`src/rtl/combo_prog.sv`:
```
// combo_prog: two-pass combination programming stage feeding the lock FSM.
// Synchronises the keypad strobe, edge-detects it, and commits a new 8-digit
// combination to seq only after the same value is entered twice.
module combo_prog #(
    parameter logic [31:0] DEFAULT_SEQ    = 32'h12345678,
    parameter int          TIMEOUT_CYCLES = 1000
) (
    input  logic        clk,
    input  logic        rst,
    input  logic        strb,
    input  logic [4:0]  key,
    input  logic        prog_en,
    output logic [31:0] seq,
    output logic [1:0]  mode,
    output logic [31:0] digits,
    output logic [3:0]  cnt,
    output logic        commit,
    output logic        err
);
    localparam int            TW   = $clog2(TIMEOUT_CYCLES) + 1;
    localparam logic [TW-1:0] TMAX = TW'(TIMEOUT_CYCLES - 1);

    typedef enum logic [1:0] {
        IDLE   = 2'd0,
        ENTRY1 = 2'd1,
        ENTRY2 = 2'd2,
        ERR    = 2'd3
    } state_t;

    state_t        state, state_n;
    logic          s1, s2, s3;
    logic          ev;
    logic [31:0]   sh1, sh1_n, sh2, sh2_n, seq_n;
    logic [3:0]    cnt_n;
    logic [TW-1:0] timer, timer_n;
    logic          commit_n;
    logic          is_hex, is_ent, is_clr, full;
    logic [31:0]   sh_act;

    // one event per strobe rising edge, two flops of synchronisation first
    assign ev     = s2 & ~s3;
    assign is_hex = ~key[4];
    assign is_ent = (key == 5'd16);
    assign is_clr = (key == 5'd17);
    assign full   = (cnt == 4'd8);
    assign sh_act = (state == ENTRY2) ? sh2 : sh1;

    assign mode   = state;
    assign digits = (state == ENTRY2) ? sh2 : sh1;

    // strobe synchroniser and edge-detect history
    always_ff @(posedge clk or posedge rst) begin
        if (rst) begin
            s1 <= 1'b0;
            s2 <= 1'b0;
            s3 <= 1'b0;
        end else begin
            s1 <= strb;
            s2 <= s1;
            s3 <= s2;
        end
    end

    // state and datapath registers; commit/err are registered so no input
    // reaches them combinationally
    always_ff @(posedge clk or posedge rst) begin
        if (rst) begin
            state  <= IDLE;
            sh1    <= '0;
            sh2    <= '0;
            seq    <= DEFAULT_SEQ;
            cnt    <= '0;
            timer  <= '0;
            commit <= 1'b0;
            err    <= 1'b0;
        end else begin
            state  <= state_n;
            sh1    <= sh1_n;
            sh2    <= sh2_n;
            seq    <= seq_n;
            cnt    <= cnt_n;
            timer  <= timer_n;
            commit <= commit_n;
            err    <= (state_n == ERR);
        end
    end

    // next-state logic: prog_en abort beats events, events beat timeout
    always_comb begin
        state_n  = state;
        sh1_n    = sh1;
        sh2_n    = sh2;
        seq_n    = seq;
        cnt_n    = cnt;
        commit_n = 1'b0;
        // timer saturates at the timeout value instead of wrapping
        timer_n  = (timer == TMAX) ? timer : timer + 1'b1;
        case (state)
            IDLE: begin
                if (ev && prog_en && is_ent) begin
                    state_n = ENTRY1;
                    sh1_n   = '0;
                    sh2_n   = '0;
                    cnt_n   = '0;
                    timer_n = '0;
                end
            end
            ENTRY1, ENTRY2: begin
                if (!prog_en) begin
                    state_n = IDLE;
                end else if (ev) begin
                    timer_n = '0;
                    if (is_hex) begin
                        if (!full) begin
                            if (state == ENTRY2) sh2_n = {sh_act[27:0], key[3:0]};
                            else                 sh1_n = {sh_act[27:0], key[3:0]};
                            cnt_n = cnt + 4'd1;
                        end
                    end else if (is_clr) begin
                        if (state == ENTRY2) sh2_n = '0;
                        else                 sh1_n = '0;
                        cnt_n = '0;
                    end else if (is_ent) begin
                        if (!full) begin
                            state_n = ERR;
                        end else if (state == ENTRY1) begin
                            state_n = ENTRY2;
                            cnt_n   = '0;
                            sh2_n   = '0;
                        end else if (sh2 == sh1) begin
                            seq_n    = sh1;
                            commit_n = 1'b1;
                            state_n  = IDLE;
                        end else begin
                            state_n = ERR;
                        end
                    end
                end else if (timer == TMAX) begin
                    state_n = ERR;
                end
            end
            ERR: begin
                // the key that leaves ERR is swallowed
                if (ev) begin
                    state_n = IDLE;
                    cnt_n   = '0;
                    sh1_n   = '0;
                    sh2_n   = '0;
                end
            end
            default: state_n = IDLE;
        endcase
    end
endmodule

```
`config.mk`:
```
export PLATFORM = sky130hd
export DESIGN_NAME = combo_prog
export DESIGN_NICKNAME = d
export VERILOG_FILES = /design/src/rtl/combo_prog.sv
export SDC_FILE = /design/constraint.sdc
export NUM_CORES = 1
export LEC_CHECK = 0
export CAP_MARGIN = 15
export CORE_MARGIN = 2
export CORE_UTILIZATION = 25
export DETAILED_ROUTE_END_ITERATION = 7
export GPL_ROUTABILITY_DRIVEN = 0
export GPL_TIMING_DRIVEN = 0
export PLACE_DENSITY = 0.46
export SYNTH_ARGS = -nofsm -noshare
export SYNTH_HDL_FRONTEND = slang
export SYNTH_SLANG_ARGS = --single-unit
export TNS_END_PERCENT = 5
```
`constraint.sdc`:
```
create_clock -name clk -period 3.2 [get_ports clk]
set_input_delay 0.32 -clock clk [delete_from_list [all_inputs] [get_ports clk]]
set_output_delay 0.32 -clock clk [all_outputs]
set_load 0.01 [all_outputs]
```
After elaboration in Yosys (flattened, before gate mapping). Cells that the tools add are included.

Register bits after elaboration: 118. Bits of input ports: 9. Output and inout port bits: 72. Word-level logic and storage cells: 105.

$add $sub $neg: 2. Equal/unequal tests: 21. Muxes and demuxes: 59. Bitwise gates (word level): 4. Reduce and logical (&&, ||, !) cells: 8.

Operator list (number): $mux W32 (20); $pmux W32 S3 (2); $mux W11 (4); $mux W4 (10); $eq A32 B32 Y1 (1); $mux W2 (11); $pmux W11 S2 (1); $ne A3 B3 Y1 const B (4); $pmux W4 S3 (1); $add A11 B1 Y11 const B (1); $eq A11 B10 Y1 const B (1); $eq A5 B5 Y1 const B (2); $ne A2 B2 Y1 const B (5); $reduce_and A10 Y1 (1); $mux W1 (9); $reduce_and A9 Y1 (1); $ne A4 B4 Y1 const B (2); $reduce_and A8 Y1 (1); $reduce_and A7 Y1 (1); $eq A2 B2 Y1 const B (3); $pmux W2 S3 (1); $ne A5 B5 Y1 const B (1); $add A4 B1 Y4 const B (1); $eq A4 B4 Y1 const B (1); 6 further kinds (9).

Logic depth before layout (Yosys ltp).
Depth in word-level cells: 11. Depth in mapped cells: 8. Gate-level depth less buffers: 7.

Worst setup path before layout. Ideal clock, no wire load.

Path kind: reg2reg. Start: register state[0] (netlist: mode[0]). End: register sh1[18]. Setup time: 0.125 ns. Arrival: 2.321 ns. Required time: 3.075 ns. Slack: 0.754 ns. Cell stages (with the launch flop): 8. Path buffers: 1. Clock period less this slack: 2.446 ns. Cell sequence: dfrtp_1 -> inv_1 -> ha_1 -> a21o_1 -> a21o_1 -> a221oi_2 -> buf_4 -> mux2_2.

Longest elaborated chain between the ends: 8. Elaborated cells between the ends (all ways): 20. Classes of those cells: eq/ne: 10; mux: 7; reduce/logical: 3.

RTL lines: start: declaration (RTL line 30) `state_t state, state_n;`; start signal: assignment (RTL line 77) `state <= state_n;`; $eq A2 B2 Y1; $mux W32; $mux W32 (RTL line 115) `if (state == ENTRY2) sh2_n = {sh_act[27:0], key[3:0]};`; $mux W32 (RTL line 114) `if (!full) begin`; $mux W32 (RTL line 113) `if (is_hex) begin`; $mux W32 (RTL line 111) `end else if (ev) begin`; $mux W32 (RTL line 109) `if (!prog_en) begin`; $pmux W32 S3 (RTL line 98) `case (state)`; end signal: assignment (RTL line 78) `sh1 <= sh1_n;`; end: declaration (RTL line 33) `logic [31:0] sh1, sh1_n, sh2, sh2_n, seq_n;`.

Several ways; a longest one is shown, not always the timed one. The select of a mux whose other input is x is not followed. A chain may end at the register's enable or synchronous reset.

Final worst setup path.
Start: register state[0] (netlist: mode[0]). End: output port digits[5].

Longest elaborated chain between the ends: 2.

RTL lines: $eq A2 B2 Y1 (RTL line 49) `assign digits = (state == ENTRY2) ? sh2 : sh1;`; $mux W32 (RTL line 49); end: declaration (RTL line 15) `output logic [31:0] digits,`.

No other way between the ends.

==> impl_metrics.env <==
export IMPL_syn_cell_area_um2=5898
export IMPL_wl_per_cell_um=17.24
export IMPL_viasPerCell=4.402
export IMPL_synthArstFlopShare=1.000
export IMPL_cp_required_ps=2880
export IMPL_achievable_frequency_mhz=323.8
export IMPL_post_cts_setup_buffer_count=0
export IMPL_clock_latency_ps=420
export IMPL_synth_area_leaders="dfrtp_1 45%, mux2_2 21%, dfstp_2 5.8%"
export IMPL_power_density_nw_per_um2=606.8
export IMPL_yosysWarnings=0
export IMPL_start_util=0.2528
export IMPL_yosysSeqAreaShare=0.5034
export IMPL_busiest_layer="met2"
export IMPL_cpPeakStageDelay_ps=490
export IMPL_antenna_found_initial=0
export IMPL_status="completed"
export IMPL_leakage_nw=3.618
export IMPL_yosys_most_used_dff="dfrtp_1"
export IMPL_numPortBuffers=79
export IMPL_path_max_fanout=10
export IMPL_cts_tree="done"
export IMPL_die_area_um2=24840
export IMPL_cts_htree_levels=4
export IMPL_antennaDiodeCount=0
export IMPL_criticalPathCategory="reg2out"
export IMPL_grt_max_degree=42
export IMPL_drc_errors=0
export IMPL_netlist_instances=473
export IMPL_synth_top_area_share=0.4455
export IMPL_grt_pass1_wl_mm=24.50
export IMPL_ios=81
export IMPL_slew_limit_headroom=0.4133
export IMPL_final_area_um2=7774
export IMPL_drt_first_pass_iters=4
export IMPL_cts_made_buffers=17
export IMPL_tightest_slew_ps=872.0
export IMPL_r2r_start="mode[0]"
export IMPL_dieWidth_um=157.6
export IMPL_min_path_type="in2async"
export IMPL_period_share=0.9652
export IMPL_chipHeight_um=157.6
export IMPL_slowest_stage="clkdlybuf4s50_1"
export IMPL_ys_ff_latch=118
export IMPL_vias=3984
export IMPL_end_kind="output pin"
export IMPL_cp_start_kind="flip-flop"
export IMPL_hold_violations=0
export IMPL_final_common_cell="mux2_2"
export IMPL_drive_gt1_frac=0.3123
export IMPL_post_synth_cell_area_avg_um2=12.47
export IMPL_synth_edf_count=0
export IMPL_crit_chain="inv_1 > ha_2 > clkbuf_2 > mux2_2 > clkdlybuf4s50_1"
export IMPL_dp_hpwl_mm=11.46
export IMPL_synth_area_leader_cell="dfrtp_1"
export IMPL_mostFrequentLayoutCells="112 x mux2_2, 105 x dfrtp_1, 79 x clkdlybuf4s50_1"
export IMPL_finalPower_mw=4.717
export IMPL_ctsRootBufferMaster="clkbuf_16"
export IMPL_grt_use_total=0.1341
export IMPL_met2_usage=0.2156
export IMPL_cts_buffer_depth=2
export IMPL_setup_viol=0
export IMPL_vdd_ir_drop_max_mv=0.3011
export IMPL_layout_nets=590
export IMPL_met1_usage=0.1757
export IMPL_synth_nets=490
export IMPL_placed_area_um2=7152
export IMPL_maxCapViolCount=0
export IMPL_syn_to_final_growth_pct=31.80
export IMPL_grt_pass1_vias=4337
export IMPL_ys_types=47
export IMPL_fin_crit_ps=3089
export IMPL_postRouteAntennaNets=0
export IMPL_timing_critical_path_from="mode[0]"
export IMPL_numClockSinks=118
export IMPL_grt_util_met3=0.03613
export IMPL_drt_iter0_markers=123
export IMPL_grt_overflow_total=0
export IMPL_finClkSkew_ps=8.351
export IMPL_rsz0062_at_grt="no"
export IMPL_core_area_um2=23330
export IMPL_maxSlewViolCount=0
export IMPL_clkTransAtPathRegs_ps=60
export IMPL_finalWirelength_mm=15.60
export IMPL_num_rows=56
export IMPL_crit_arrival_ps=2770
[area by class of cell]
| class | count | area, µm² |
|---|---|---|
| flip-flops and latches | 118 | 2969 |
| fillers | 2315 | 15560 |
| multi-input cells | 322 | 2770 |
| inverters | 15 | 60.06 |
| clock buffers | 17 | 425.4 |
| clock inverters | 15 | 193.9 |
| plain buffers | 17 | 105.1 |
| well taps | 319 | 399.1 |
| repair buffers | 82 | 850.8 |
[where the power goes]
group | leakage (nW) | internal (mW) | switching (mW)
clock | 0.299 | 1.25 | 0.763
sequential | 1.58 | 1.58 | 0.0970
combinational | 1.74 | 0.405 | 0.624
[registers in the layout, indices dropped and copies added (netlist names)]
signal / flops
sh1: 32
timer: 11
seq: 32
mode: 2
s3: 1
commit: 1
cnt: 4
err: 1
s2: 1
s1: 1
sh2: 32
[kinds of logic after synthesis]
| logic type | synth area share |
|---|---|
| AO/OA/AOI/OAI | 0.03925 |
| XOR/XNOR | 0.05940 |
| adder cells (fa/ha/maj) | 0.01697 |
| buffers and inverters | 0.02736 |
| flip-flops | 0.5034 |
| multiplexers | 0.2401 |
| AND/OR/NAND/NOR | 0.1135 |
[synth_stat cells, drive strengths merged, types with 2 or more instances]
| cell type | count |
|---|---|
| a211o | 2 |
| a21oi | 8 |
| xnor2 | 2 |
| clkbuf | 9 |
| buf | 9 |
| nand4 | 2 |
| ha | 8 |
| mux2i | 11 |
| or4b | 3 |
| nor3 | 8 |
| nor2b | 2 |
| nand3 | 8 |
| o311ai | 2 |
| a21o | 2 |
| dfrtp | 105 |
| mux2 | 116 |
| a221oi | 3 |
| xor2 | 38 |
| nand2 | 21 |
| o21ai | 9 |
| and3b | 2 |
| inv | 15 |
| and2 | 29 |
| nor2 | 18 |
| dfstp | 13 |
| nand2b | 5 |
| nor4 | 10 |
[routing by layer]
layer  share of wire  up-vias
met5               0        -
met4           0.012        0
li1                -     1878
met1            0.47     1992
met3           0.041       19
met2            0.47       95
[path summary, 6_finish.rpt]
| path | to | slack, ps | cells past startpoint |
|---|---|---|---|
| hold reg to reg | s2 | 360 | 0 |
| setup / recovery | digits[5] | 110 | 5 |
| max in group asynchronous | seq[9] | 2040 | 4 |
| setup reg to reg | sh1[18] | 150 | 7 |
| hold / removal | timer[7] | 300 | 2 |
| min in group clk | s1 | 350 | 1 |
[critical path, delay by kind of cell (launching register included)]
| family | cells | cell delay [ps] |
|---|---|---|
| buffers and inverters | 3 | 1040 |
| adder cells (fa/ha/maj) | 1 | 400 |
| multiplexers | 1 | 430 |
| flip-flops | 1 | 460 |
[metrics by stage]
stage / worst slack (ps) / cells / hold slack [ps] / utilization / setup TNS, ps
6_report: 111.5 / 905 / 302.0 / 0.3332 / 0
5_1_grt: 20.01 / 905 / 339.8 / 0.3332 / 0
4_1_cts: 22.11 / 905 / 302.6 / 0.3331 / 0
3_5_place_dp: -180.1 / 874 / 337.2 / 0.3065 / -9497
3_3_place_gp: -139.6 / 871 / 348.1 / 0.3039 / -8769
2_1_floorplan: 754.5 / 473 / 331.2 / - / 0
[what timing repair did]
action	in CTS	in global routing
endpoints found under the hold margin	0	0
hold buffers	0	0
resized for setup	3	2
setup endpoints to repair	26	8
Power figures use the tool's default switching activity.
